**config.mk**
```make
export PLATFORM = sky130hd
export DESIGN_NAME = ftf_decoder_29
export DESIGN_NICKNAME = d
export VERILOG_FILES = /design/src/rtl/ftf_decoder_29.sv
export SDC_FILE = /design/constraint.sdc
export NUM_CORES = 1
export LEC_CHECK = 0
export ABC_AREA = 1
export CAP_MARGIN = 40
export CORE_ASPECT_RATIO = 1.75
export CORE_UTILIZATION = 56
export CTS_CLUSTER_SIZE = 24
export DETAILED_ROUTE_END_ITERATION = 10
export GPL_TIMING_DRIVEN = 0
export PLACE_DENSITY = 0.79
export SYNTH_ARGS = -nofsm -noshare
export SYNTH_HDL_FRONTEND = slang
export SYNTH_SLANG_ARGS = --single-unit
```
**constraint.sdc**
```tcl
create_clock -name clock -period 4.55 [get_ports clock]
set_input_delay 0.91 -clock clock [delete_from_list [all_inputs] [get_ports clock]]
set_output_delay 0.91 -clock clock [all_outputs]
set_load 0.02 [all_outputs]
```
**src/rtl/ftf_decoder_29.sv**
```systemverilog
// ftf_decoder_29: three-stage pipelined decoder for 29-bit FTF codewords.
// A codeword is decoded as the weighted sum of its set bits. Bit k carries weight F(k+1),
// using the Fibonacci numbers F(1) = F(2) = 1. Bit 0 therefore weighs 1 and bit 28 weighs F(29).
// The sum is formed in `FBLEN29+1 bits. Any sum above MAX_VALUE is flagged with range_err.
//
// Ports:
//   clock       sole clock, rising edge
//   reset       synchronous, active-high reset
//   codein      FTF codeword, bit 28 = MSB
//   code_valid  codein is valid this cycle
//   code_ready  decoder accepts codein this cycle (combinational)
//   dataout     decoded value (low `FBLEN29 bits of the sum)
//   data_valid  dataout/range_err valid
//   data_ready  downstream accepts dataout
//   range_err   decoded sum exceeds MAX_VALUE
//   err_count   saturating count of delivered range errors

`ifndef FBLEN29
`define FBLEN29 20
`endif
`ifndef FNS30
`define FNS30 832040
`endif

module ftf_decoder_29 #(
   parameter int unsigned MAX_VALUE = `FNS30 - 1
) (
   input  logic                clock,
   input  logic                reset,
   input  logic [28:0]         codein,
   input  logic                code_valid,
   output logic                code_ready,
   output logic [`FBLEN29-1:0] dataout,
   output logic                data_valid,
   input  logic                data_ready,
   output logic                range_err,
   output logic [15:0]         err_count
);

   localparam int unsigned SW = `FBLEN29 + 1;

   // Fibonacci number F(n), where F(1) = F(2) = 1.
   // It is only called with constant arguments, so it folds to constants.
   function automatic logic [SW-1:0] fns(input int unsigned n);
      logic [SW-1:0] a;
      logic [SW-1:0] b;
      logic [SW-1:0] t;
      a = SW'(1);
      b = SW'(1);
      for (int unsigned i = 2; i < n; i++) begin
         t = a + b;
         a = b;
         b = t;
      end
      return b;
   endfunction

   // Pipeline state
   logic          r_s1_valid;
   logic [28:0]   r_s1_code;
   logic          r_s2_valid;
   logic [SW-1:0] r_p0;
   logic [SW-1:0] r_p1;
   logic [SW-1:0] r_p2;
   logic          r_data_valid;
   logic [`FBLEN29-1:0] r_dataout;
   logic          r_range_err;
   logic [15:0]   r_err_count;

   logic          w_advance;
   logic [SW-1:0] w_p0;
   logic [SW-1:0] w_p1;
   logic [SW-1:0] w_p2;
   logic [SW-1:0] w_sum;
   logic          w_over;
   logic          w_err_xfer;

   // The whole pipeline moves in lockstep: it advances whenever the output slot is free
   // or is being drained this cycle.
   assign w_advance  = !r_data_valid || data_ready;
   assign code_ready = w_advance;

   // Partial sums over the three bit groups held in S1
   always_comb begin
      w_p0 = '0;
      w_p1 = '0;
      w_p2 = '0;
      for (int unsigned k = 0; k < 10; k++) begin
         if (r_s1_code[k]) w_p0 = w_p0 + fns(k + 1);
      end
      for (int unsigned k = 10; k < 20; k++) begin
         if (r_s1_code[k]) w_p1 = w_p1 + fns(k + 1);
      end
      for (int unsigned k = 20; k < 29; k++) begin
         if (r_s1_code[k]) w_p2 = w_p2 + fns(k + 1);
      end
   end

   // The maximum sum is F(31) - 1, so it fits in SW bits without overflow.
   assign w_sum      = r_p0 + r_p1 + r_p2;
   assign w_over     = 32'(w_sum) > MAX_VALUE;
   assign w_err_xfer = r_data_valid && data_ready && r_range_err;

   always_ff @(posedge clock) begin
      if (reset) begin
         r_s1_valid   <= 1'b0;
         r_s1_code    <= '0;
         r_s2_valid   <= 1'b0;
         r_p0         <= '0;
         r_p1         <= '0;
         r_p2         <= '0;
         r_data_valid <= 1'b0;
         r_dataout    <= '0;
         r_range_err  <= 1'b0;
         r_err_count  <= '0;
      end else begin
         if (w_advance) begin
            // S1: a cycle without code_valid enters the pipeline as a bubble.
            r_s1_valid   <= code_valid;
            r_s1_code    <= codein;
            // S2
            r_s2_valid   <= r_s1_valid;
            r_p0         <= w_p0;
            r_p1         <= w_p1;
            r_p2         <= w_p2;
            // S3: output data only changes when a real word arrives.
            r_data_valid <= r_s2_valid;
            if (r_s2_valid) begin
               r_dataout   <= w_sum[`FBLEN29-1:0];
               r_range_err <= w_over;
            end
         end
         if (w_err_xfer && (r_err_count != 16'hFFFF)) begin
            r_err_count <= r_err_count + 16'd1;
         end
      end
   end

   assign dataout    = r_dataout;
   assign data_valid = r_data_valid;
   assign range_err  = r_range_err;
   assign err_count  = r_err_count;

endmodule

```
Word-level counts from Yosys, hierarchy flattened --
Cells that the tools add are included.
Storage, ports and cells: output and inout bits 39, bits of input ports 33, register bits after elaboration 132, word-level logic and storage cells 76
Cells by class: $lt $le $gt $ge 1, multiplexer cells 29, $add $sub $neg 29, equal/unequal tests 1, reduce and logical (&&, ||, !) cells 6
Operators with widths (count):
- $mux 21 | 26
- $add 21x10->21 const B | 2
- $add 21x13->21 const B | 2
- $add 21x15->21 const B | 2
- $add 21x17->21 const B | 2
- $add 21x19->21 const B | 2
- $add 21x2->21 const B | 2
- $add 21x21->21 | 2
- $add 21x4->21 const B | 2
- $add 21x6->21 const B | 2
- $add 21x8->21 const B | 2
- $add 21x1->21 const B | 1
- $add 21x11->21 const B | 1
- $add 21x12->21 const B | 1
- $add 21x16->21 const B | 1
- $add 21x18->21 const B | 1
- $add 21x3->21 const B | 1
- $add 21x5->21 const B | 1
- $add 21x9->21 const B | 1
- $gt 21x20->1 const B | 1
- $add 16x1->16 const B | 1
- $ne 16x16->1 const B | 1
- $mux 14 | 1
- $mux 7 | 1
- 5 further kinds | 7

Depth between registers and ports, before layout --
word-level depth 19, mapped depth 39

Least setup slack after synthesis --
OpenSTA, ideal clock, no wires.
path type reg-to-reg, start point reg r_s1_code[21], end point reg r_p2[10], arrival time 4.147 ns, cell stages (with the launch flop) 29, path slack 0.286 ns, path buffers 0, clock period less this slack 4.264 ns, library setup time 0.116 ns, path through dfxtp_1 -> inv_2 -> ha_1 -> nand3_1 -> nand2_1 -> inv_1 -> ha_1 -> nand2_1 -> nand2_2 -> ha_1 -> nand2_1 -> a21boi_0 -> inv_1 -> nand2_1 -> nand2_1 -> ha_1 -> nor2_1 -> a31oi_1 -> inv_1 -> ha_1 -> o21ai_0 -> nand4_1 -> a21oi_1 -> or2_1 -> nor3_1 -> xnor2_1 -> nand2_1 -> o211ai_1 -> inv_1
Between the ends: cells in the longest elaborated chain, start to end 15
Ends and longest elaborated chain:
- from (decl) | RTL line 60 | logic [28:0] r_s1_code;
- from (signal assigned) | RTL line 120 | r_s1_code <= codein;
- $mux 21 (*) | RTL line 95 | if (r_s1_code[k]) w_p2 = w_p2 + fns(k + 1);
- $add 21x15->21 | RTL line 95
- $mux 21 (*) | RTL line 95
- $add 21x16->21 | RTL line 95
- $mux 21 (*) | RTL line 95
- $add 21x17->21 | RTL line 95
- $mux 21 (*) | RTL line 95
- $add 21x17->21 | RTL line 95
- $mux 21 (*) | RTL line 95
- $add 21x18->21 | RTL line 95
- $mux 21 (*) | RTL line 95
- $add 21x19->21 | RTL line 95
- $mux 21 (*) | RTL line 95
- $add 21x19->21 | RTL line 95
- $mux 21 (*) | RTL line 95
- to (signal assigned) | RTL line 125 | r_p2 <= w_p2;
- to (decl) | RTL line 64 | logic [SW-1:0] r_p2;
Every way passes the cells marked *; elsewhere a longest branch is shown, timed or not. A chain may end at the register's enable or synchronous reset.

Worst setup path in the final report --
start point in data_ready, end point out code_ready
Between the ends: cells in the longest elaborated chain, start to end 1
Ends and longest elaborated chain:
- from (decl) | RTL line 35 | input logic data_ready,
- $logic_or 1x1->1 | RTL line 80 | assign w_advance = !r_data_valid || data_ready;
- to (decl) | RTL line 32 | output logic code_ready,
Every way passes these cells.

==> summary.md <==
| Metric | Value |
|---|---|
| Hold Path Class | flop to flop |
| Final Hold Viols | 0 |
| Yosys top cell area share | 0.206 |
| Area delta synth->final | 19.3% |
| Drt wl/cell | 13.9 um |
| Post-Syn Area per Cell | 6.15 sq um |
| Switching pwr | 2.20 mW |
| Largest net degree at the start of global routing | 17 |
| CP endpoint kind | output pin |
| Worst slew margin | 0.389 |
| Initial antenna violation count | 0 |
| CTS H-Tree Depth | 4 |
| Share of cells above drive strength 1 | 0.143 |
| Hold_buf cts | 0 |
| Status | finished clean |
| Vias in the first global route | 11227 |
| DR vias/cell | 5.41 |
| Antenna Nets Post-Route | 0 |
| Critical path type | input port to output pin |
| Place WS | -0.478 ns |
| Post-layout nets | 2049 |
| Flop pwr share | 0.247 |
| Setup_tns | 0 ns |
| Count of cell types in the netlist | 67 |
| Sink Count | 116 |
| Clock transition at path regs | 0.05 ns |
| Worst endpoint data arrival time | 3.55 ns |
| Critical Path RT | 3.64 ns |
| CTS buffer count | 17 |
| LEAKAGE | 6.66 nW |
| Core area | 0.0197 sq mm |
| Total of max-cap violations | 0 |
| Chip width | 109 um |
| YS warnings | 0 |
| Fillers | 1770 |
| Least-Margin Pin Slew | 0.913 ns |
| Final HPWL DP | 24000 um |
| DRC viols | 0 |
| Initial DRT Pass Iterations | 5 |
| Clock tree buffer depth | 2 |
| Die H | 190 um |
| Top_reg_cell synth | dfxtp_1 |
| Total Routing Usage GR | 0.294 |
| Die ar. | 0.0207 sq mm |
| Internal | 2.85 mW |
| Multi-input gate area | 0.00806 sq mm |
| Peak supply drop | 275 uV |
| ANT cells | 0 |
| RSZ-0062 raised after global routing | yes |
| Register area share after synthesis | 0.206 |
| Cell count after synthesis | 1833 |
| Critical path peak fanout | 10 |
| Area leader, netlist | dfxtp_1 |
| Sw Share | 0.436 |
| Top cells by area, synth | dfxtp_1 (21%), nand2_1 (16%), inv_1 (8.7%) |
| Maximum clock rate | 0.224 GHz |
| Ports | 72 |
| Overflow after GRT | 0 |
| Combinational share of power | 0.501 |
| Register area | 0.00234 sq mm |
| First-pass GRT wire length | 48300 um |
| Final-report max-slew violation count | 0 |
| IO buf count | 70 |
| Crit start category | input port |
| Row cnt | 68 |
| Clk_skew | 0.00874 ns |
| Clk_lat worst skew | 0.42 ns |
| Seq cells post-synth | 116 |
| Routed WL | 30600 um |
| Iteration-0 DRC Markers | 525 |
| Post-route clock period utilization | 0.981 |
| Routed vias | 11924 |
| Final setup vio count | 0 |
| Async S/R FF share, synth | 0 |
| EDFF count, synth | 0 |
| Root Driver | clkbuf_16 |
| Cell Area, Synth | 0.0113 sq mm |
| CTS tree | done |
| Synth top cells by count | nand2_1 (478), inv_1 (262), nand3_1 (148) |
| Post-synthesis net count | 1936 |
| Most numerous cell in the Yosys netlist | nand2_1 |
| Global placement routability congestion | 0.938 |
| Period minus WS final | 4.46 ns |
| Part of the power in the clock network | 0.252 |
| Setup WS post-layout | 0.0876 ns |
| Initial core utilization | 0.571 |
| Power Dens Cells | 375 mW/mm^2 |
| Tightest hold margin | 0.458 ns |
-- layer usage --
| metal | up-vias | part of all wire | global-route usage |
|---|---|---|---|
| met4 | 0 | 0.059 | 0.179 |
| met5 | - | 0 | 0 |
| met2 | 304 | 0.54 | 0.584 |
| met1 | 5388 | 0.36 | 0.267 |
| met3 | 93 | 0.039 | 0.0421 |
| li1 | 6139 | - | - |
-- per-stage QoR --
stage	utilization	cells	total power, mW	instance area, sq um
2_1_floorplan	-	1833	3.05	11300
3_3_place_gp	0.622	2148	3.47	12300
6_report	0.682	2204	5.04	13500
4_1_cts	0.655	2182	4.83	12900
3_5_place_dp	0.622	2148	3.54	12300
5_1_grt	0.682	2204	5.43	13500
-- state kept, by name (all words and copies together) (netlist names) --
| name | flops |
|---|---|
| r_s1_code | 29 |
| dataout | 20 |
| err_count | 16 |
| data_valid | 1 |
| r_s1_valid | 1 |
| range_err | 1 |
| r_s2_valid | 1 |
| r_p0 | 10 |
| r_p1 | 16 |
| r_p2 | 21 |
-- worst paths after layout --
kind         slack (ns)     startpoint         end  depth (start not counted)
min reg2reg        0.46       r_p1[15]    r_p1[15]                          2
max                0.09     data_ready  code_ready                          6
max reg2reg        0.20  r_s1_code[21]    r_p2[10]                         28
min                0.46       r_p1[15]    r_p1[15]                          2
-- cell type report --
cell class,instances,area share
Tap cell,245,0.0228
Sequential cell,116,0.174
Clock buffer,20,0.0339
Timing Repair Buffer,94,0.0664
Multi-Input combinational cell,1380,0.599
Buffer,50,0.0159
Clock inverter,12,0.00800
Inverter,287,0.0802
-- cell usage in the layout, fill, tap and decap left out, drive strengths merged, types with 2 or more instances in the layout --
cell type      netlist  layout
inv                284     284
buf                 19      43
nand3b               4       4
nor4                 6       6
and2                 3       3
xor2                54      54
fa                  12      12
o221ai              14      14
nor3                23      23
o211ai              18      18
clkinvlp             0       6
o21a                 2       2
o21bai              11      11
a31oi                6       6
o2111ai              2       2
or2                  5       5
a211oi               4       4
ha                  58      58
o31ai                4       4
a21oi              100     100
clkinv               3       8
clkbuf              31      51
nor2               164     164
dfxtp              116     116
clkdlybuf4s50        0      70
xnor2               24      24
nand3              159     159
nand2              531     531
nand4               33      33
o21ai              131     131
-- power groups by stage --
stage | clock [mW] | combinational, mW | sequential, mW
final | 1.27 | 2.53 | 1.24
after detailed placement | 0 | 2.27 | 1.26
after floorplan | 0 | 1.80 | 1.25
after global placement | 0 | 2.21 | 1.26
after global routing | 1.33 | 2.85 | 1.25
after CTS | 1.28 | 2.31 | 1.24
-- kinds of logic after synthesis --
| family | share of synthesized area |
|---|---|
| buf+inv | 0.114 |
| xor+xnor | 0.0626 |
| fa+ha+maj | 0.0856 |
| compound gates | 0.158 |
| flops | 0.206 |
| simple gates | 0.373 |
-- worst max-delay path, stage by stage --
cell	delay (ns)
clkdlybuf4s50_1	0.44
nor2_1	0.72
inv_2	0.16
clkbuf_1	0.29
clkbuf_1	0.38
clkdlybuf4s50_1	0.65
-- what timing repair did --
| action | CTS | global route |
|---|---|---|
| setup endpoints to repair | 19 | 25 |
| resized for setup | 19 | 89 |
| pin swaps | 4 | 45 |
| buffers inserted | 2 | 22 |
Note: power is estimated with default switching activity, not from simulation.
